<file path="src/rtl/alu_issue_ctrl.sv">
// alu_issue_ctrl: RV32I issue/decode stage driving a combinational ALU and returning writeback or branch results.
module alu_issue_ctrl #(
    parameter int D_WIDTH = 32
) (
    input  logic               clk,
    input  logic               rst_n,
    input  logic               in_valid,
    output logic               in_ready,
    input  logic [31:0]        in_instr,
    output logic               alusrc,
    output logic [3:0]         aluctrl,
    output logic [D_WIDTH-1:0] immop,
    input  logic [D_WIDTH-1:0] aluout,
    input  logic               eq,
    output logic               res_valid,
    input  logic               res_ready,
    output logic [D_WIDTH-1:0] res_data,
    output logic [4:0]         res_rd,
    output logic               res_wen,
    output logic               br_valid,
    output logic               br_taken,
    output logic               illegal
);
    typedef enum logic [1:0] {IDLE, EXEC, RESP} state_t;
    state_t state;
    logic [6:0] opc;
    logic [2:0] f3;
    logic f7b, is_op, is_imm, is_br, shift, bad, wr, br_neg;
    logic [3:0] d_aluctrl;
    logic [D_WIDTH-1:0] d_immop;
    assign opc = in_instr[6:0];
    assign f3 = in_instr[14:12];
    assign f7b = in_instr[30];
    always_comb begin
        is_op = opc == 7'b0110011;
        is_imm = opc == 7'b0010011;
        is_br = opc == 7'b1100011;
        shift = f3[1:0] == 2'b01;
        bad = !(is_op || is_imm || is_br)
            || (is_op && f7b && f3 != 3'b000 && f3 != 3'b101)
            || (is_imm && f7b && f3 == 3'b001)
            || (is_br && f3[2:1] == 2'b01);
        wr = (is_op || is_imm) && !bad;
        // branches reuse the compare ops; odd f3 inverts the flag
        d_aluctrl = bad ? 4'b0000
                  : is_br ? (f3[2] ? {3'b001, f3[1]} : 4'b0100)
                  : (is_op || shift) ? {f7b, f3} : {1'b0, f3};
        d_immop = (!is_imm || bad) ? '0
                : shift ? {{(D_WIDTH-5){1'b0}}, in_instr[24:20]}
                : {{(D_WIDTH-12){in_instr[31]}}, in_instr[31:20]};
    end
    always_ff @(posedge clk or negedge rst_n) begin
        if (!rst_n) begin
            state <= IDLE;
            in_ready <= 1'b1;
            alusrc <= 1'b0;
            aluctrl <= '0;
            immop <= '0;
            res_valid <= 1'b0;
            res_data <= '0;
            res_rd <= '0;
            res_wen <= 1'b0;
            br_valid <= 1'b0;
            br_taken <= 1'b0;
            illegal <= 1'b0;
            br_neg <= 1'b0;
        end else begin
            case (state)
                IDLE: if (in_valid) begin
                    state <= EXEC;
                    in_ready <= 1'b0;
                    alusrc <= is_imm && !bad;
                    aluctrl <= d_aluctrl;
                    immop <= d_immop;
                    res_rd <= wr ? in_instr[11:7] : 5'd0;
                    res_wen <= wr;
                    br_valid <= is_br && !bad;
                    br_neg <= f3[0];
                    br_taken <= 1'b0;
                    illegal <= bad;
                end
                EXEC: begin
                    state <= RESP;
                    res_data <= aluout;
                    br_taken <= br_valid && (eq ^ br_neg);
                    res_valid <= 1'b1;
                end
                RESP: if (res_ready) begin
                    state <= IDLE;
                    res_valid <= 1'b0;
                    in_ready <= 1'b1;
                end
                default: state <= IDLE;
            endcase
        end
    end
endmodule

</file>
<file path="config.mk">
export PLATFORM = sky130hd
export DESIGN_NAME = alu_issue_ctrl
export DESIGN_NICKNAME = d
export VERILOG_FILES = /design/src/rtl/alu_issue_ctrl.sv
export SDC_FILE = /design/constraint.sdc
export NUM_CORES = 1
export LEC_CHECK = 0
export CORE_AREA = 4 4 102 104
export CTS_CLUSTER_DIAMETER = 200
export DETAILED_ROUTE_END_ITERATION = 7
export DIE_AREA = 0 0 106 108
export GPL_TIMING_DRIVEN = 1
export PLACE_DENSITY = 0.69
export SETUP_SLACK_MARGIN = 0.15
export SLEW_MARGIN = 10
export SYNTH_ARGS = -nofsm -noshare
export SYNTH_HDL_FRONTEND = slang
export SYNTH_SLANG_ARGS = --single-unit
</file>
<file path="constraint.sdc">
create_clock -name clk -period 1.6 [get_ports clk]
set_input_delay 0.16 -clock clk [delete_from_list [all_inputs] [get_ports clk]]
set_output_delay 0.16 -clock clk [all_outputs]
set_load 0.02 [all_outputs]
</file>
After elaboration in Yosys (flattened, before gate mapping)
Cells that the tools add are included.
{"block": "word_totals", "reg_bits": 83, "latchBits": 0, "ram_bits": 0, "romBits": 0, "in_bits": 69, "output_inout_bits": 80, "elab_cells": 71, "mem_count": 0}
{"block": "classes", "n_addsub": 0, "multipliers": 0, "div_mod_pow": 0, "order_cmp": 0, "eq_ne": 11, "shifts": 0, "mux": 16, "n_bitwise": 1, "n_reduce_logical": 30}
{"op": "$mux 32", "n": 2}
{"op": "$mux 4", "n": 3}
{"op": "$logic_and 1x1->1", "n": 10}
{"op": "$reduce_and 2->1", "n": 4}
{"op": "$eq 7x5->1 const B", "n": 1}
{"op": "$eq 7x6->1 const B", "n": 1}
{"op": "$eq 7x7->1 const B", "n": 1}
{"op": "$logic_or 1x1->1", "n": 7}
{"op": "$eq 2x1->1 const B", "n": 3}
{"op": "$pmux 1 s2", "n": 3}
{"op": "$pmux 2 s3", "n": 1}
{"op": "$reduce_bool 2->1", "n": 3}
{"op": "$mux 5", "n": 1}
{"op": "$mux 2", "n": 2}
{"op": "$ne 2x2->1 const B", "n": 2}
{"op": "$eq 3x1->1 const B", "n": 1}
{"op": "$logic_not 1->1", "n": 3}
{"op": "$mux 1", "n": 3}
{"op": "$mux 3", "n": 1}
{"op": "$ne 3x3->1 const B", "n": 1}
{"op": "$reduce_and 3->1", "n": 1}
{"op": "$reduce_bool 3->1", "n": 1}
{"op": "$eq 2x2->1 const B", "n": 1}
{"op": "$logic_not 2->1", "n": 1}
{"op": "$xor 1x1->1", "n": 1}

Longest topological paths before layout
{"block": "depth", "ltp_word": 10, "depth_mapped": 7}

Worst setup path after synthesis
OpenSTA, ideal clock, no wires.
{"block": "synth_path", "path_kind": "flip-flop to flip-flop", "startpoint": "reg state[0]", "endpoint": "reg aluctrl[2]", "setup_ns": 0.068, "arrival_ns": 1.406, "required_time_ns": 1.532, "setup_slack_ns": 0.126, "path_stages_with_launch": 7, "period_less_slack_ns": 1.474, "cell_sequence": "dfrtp_1 > nand2b_4 > or2_1 > buf_6 > buf_6 > a2111o_1 > nand3_1"}
{"block": "synth_via", "elab_chain_len": 2}
{"element": "start: declaration", "line_no": "25", "source": "state_t state;"}
{"element": "start signal: assignment", "line_no": "54", "source": "state <= IDLE;"}
{"element": "start signal: assignment", "line_no": "70", "source": "state <= EXEC;"}
{"element": "start signal: assignment", "line_no": "83", "source": "state <= RESP;"}
{"element": "$logic_not 2->1", "line_no": "68", "source": "case (state)"}
{"element": "$reduce_and 2->1 (no line)"}
{"element": "end signal: assignment", "line_no": "73", "source": "aluctrl <= d_aluctrl;"}
{"element": "end: declaration", "line_no": "11", "source": "output logic [3:0] aluctrl,"}
No other way between the ends.
A chain may end at the register's enable or synchronous reset.

Worst setup path after layout
{"block": "layout_path", "startpoint": "reg state[0]", "endpoint": "reg immop[5]"}
{"block": "layout_via", "elab_chain_len": 2}
{"element": "$logic_not 2->1", "line_no": "68"}
{"element": "$reduce_and 2->1 (no line)"}
{"element": "end signal: assignment", "line_no": "74", "source": "immop <= d_immop;"}
{"element": "end: declaration", "line_no": "12", "source": "output logic [D_WIDTH-1:0] immop,"}
No other way between the ends.

==> metrics.txt <==
status=completed; Fillers=around 900; Yosys warnings=0; EDFF count, synth=0; skew final=around 0.012 ns; Fin. Hold Viols=0; unrepaired setup endpoints after global routing=true; kind of critical path=reg2reg; CTS root buf=clkbuf_8; CTS Buf Count=9; DRC=0; area of the multi-input gates=941 um2; f_max=approximately 660 MHz; reg2reg setup slack=a little under 0.09 ns; Worst Setup EP=immop[5]$_DFFE_PN0P_; Total GRT Usage=roughly an eighth; Final period util=between 90 and 100%; Yosys cell types=34; Wirelength per Cell=15.0 um; DRT iter0 DRCs=21; DPL Wire Length=5490 um; Post-Syn Area=roughly 2700 um2; critical path arrival=approximately 1.8 ns; via count=about 2200; Max-Cap Viols=0; chip height=roughly 110 um; placed cell area=approximately 4400 um2; Max Slew Vio Count=0; clk sink count=63; share of cells above drive strength 1=a little over a quarter; Layout Cells excl Fill=between 500 and 600; H-tree depth=3; pin count of the biggest net entering global routing=64; Crit. End Element=flip-flop; Synth Instances=207; GP Congestion=between 0.7 and 0.8; core area=9550 um2; grt total ovfl=0; Slew @ Worst Pin=0.345 ns; Post-DRT Antenna Nets=0; total wire length=7600 um; Initial DRT Pass Iterations=4; DP Cell Count=around 480; mean post-synth cell area=about 13 um2; Max Buffers Root-to-Sink=2; Final nets=approximately 440; crit-path max FO=7; origin of the critical flop-to-flop path=state[0]$_DFFE_PN0P_; reg-to-reg endpoint=immop[5]$_DFFE_PN0P_; Via-to-Cell Ratio=4.26; Clk pin slew, worst setup/hold paths=approximately 0.07 ns; P per Cell Area=1410 nW/um2; syn_nets=approximately 280; clock latency at the later pin of the worst-skew pair=0.33 ns; CP Data Required Time=1.86 ns; first-pass GRT wire length=~11000 um; initial antenna violation count=0; Yosys reg bits=63; # rows=36; P_leak=about 2.2 nW; CP Launch Type=flip-flop; Final min period=about 1.5 ns; CTS tree=done; post-route cell area=around 4600 um2; CP startpoint=state[0]$_DFFE_PN0P_; Slew HR=about 77%; register area=1580 um2; Peak supply drop=about 0.5 mV; Seq/Total Area, Yosys=~58%; die area=around 11000 um2; die span in x=~110 um; Syn-to-layout area delta=71.2%; share of synthesized registers carrying an async set or reset=100%; top_reg_cell synth=dfrtp_1; Buffers on Ports=between 100 and 150; I/O pin count=about 150; vias in the first global route=between 2000 and 2500; ant diodes=0; HP Class=in2async; starting density of the core=between 20% and 30%; final setup fails=0; worst r2r path cells=6
metal layers:
metal	up-vias	wire, um	global-route usage, %
met1	1029	3120	14.9
met5	-	0	0
met2	89	3880	21.2
li1	1028	-	-
met4	0	55	3.61
met3	6	541	4.96
cell usage after synthesis, types with 2 or more instances:
master    count  share of area, %
buf_6         2              0.83
nand2_1      17               2.4
buf_4        21               5.8
dfrtp_1      62                57
nor2_1        6              0.83
a22o_1       17               5.5
o21ai_0       5              0.92
clkbuf_1      2              0.28
a21o_1        3              0.83
buf_2         3              0.55
mux2_2       32                13
nand3_1       5              0.92
o21ai_2       2              0.65
inv_1         5              0.69
nor2b_1       2              0.46
a21oi_1       5              0.92
where the power goes:
part	internal [mW]	switching [mW]
Sequential	2.10	0.246
Clock	0.707	0.592
Combinational	1.48	1.40
worst min path at each step:
stage / cells past startpoint / startpoint / slack, ns / to
after floorplan: 0 / rst_n / -0.14 / aluctrl[0]$_DFFE_PN0P_
after global placement: 2 / rst_n / 0.20 / res_data[15]$_DFFE_PN0P_
after detailed placement: 2 / rst_n / 0.20 / res_data[15]$_DFFE_PN0P_
after CTS: 3 / rst_n / 0.39 / res_data[15]$_DFFE_PN0P_
after global routing: 3 / rst_n / 0.40 / res_data[15]$_DFFE_PN0P_
final: 3 / rst_n / 0.39 / res_data[15]$_DFFE_PN0P_
registers in the layout, indices dropped and copies added, names as in the netlist:
name       cells
res_wen        1
res_data      32
in_ready       1
alusrc         1
res_valid      1
br_neg         1
br_taken       1
br_valid       1
state          2
immop         12
res_rd         5
illegal        1
aluctrl        4
per-stage QoR:
stage | utilization, % | total power, mW | TNS [ns] | hold slack, ns | setup slack [ns]
after floorplan | - | 3.84 | 0 | -0.136 | 0.126
after global placement | 45.7 | 5.26 | -3.33 | 0.199 | -0.181
after detailed placement | 45.7 | 5.35 | -3.83 | 0.198 | -0.226
after CTS | 46.9 | 6.40 | 0 | 0.391 | 0.0694
after global routing | 48.6 | 6.89 | 0 | 0.400 | 0.0264
final | 48.6 | 6.52 | 0 | 0.391 | 0.0880
kinds of logic after synthesis:
logic type | synth area share, %
mux | 13.3
compound gates | 9.87
flops | 58.2
simple gates | 10.2
xor+xnor | 0.323
buf+inv | 8.17
worst max-delay path, cell delays in order, from the launching register on:
cell      delay, ns
dfrtp_1        0.39
nand2b_4       0.14
or2_4          0.27
buf_6          0.14
nor4_4         0.19
buf_4          0.18
a22o_1         0.14
cells in the final DEF (no fill, tap or decap), types with 4 or more instances in the layout:
cell type         n
mux2_2           32
a21oi_1           5
buf_12            4
dfrtp_1          62
nand2_1          17
nor2_1            5
nand3_1           5
clkdlybuf4s15_1  21
dlymetal6s2s_1    4
buf_6             4
a22o_1           17
o21ai_0           5
buf_4            22
inv_1             4
clkdlybuf4s50_1  63
dlygate4sd2_1    54
clkbuf_8          9
area by class of cell:
type / count / share of cell area [%]
Clock buffer: 11 / 2.83
Clock inverter: 4 / 1.02
Inverter: 5 / 0.404
Multi-Input combinational cell: 111 / 20.3
Sequential cell: 63 / 34.0
Tap cell: 133 / 3.58
Timing Repair Buffer: 178 / 37.9
what timing repair did:
action                                  in CTS  in global routing
endpoints found under the hold margin       62                  0
setup buffers                                1                  2
pin swaps                                    2                  8
hold buffers                                 1                  0
endpoints found under the setup margin      98                 61
resized for setup                           81                 30
gates cloned                                 0                  3
Note: power is estimated with default switching activity, not from simulation.
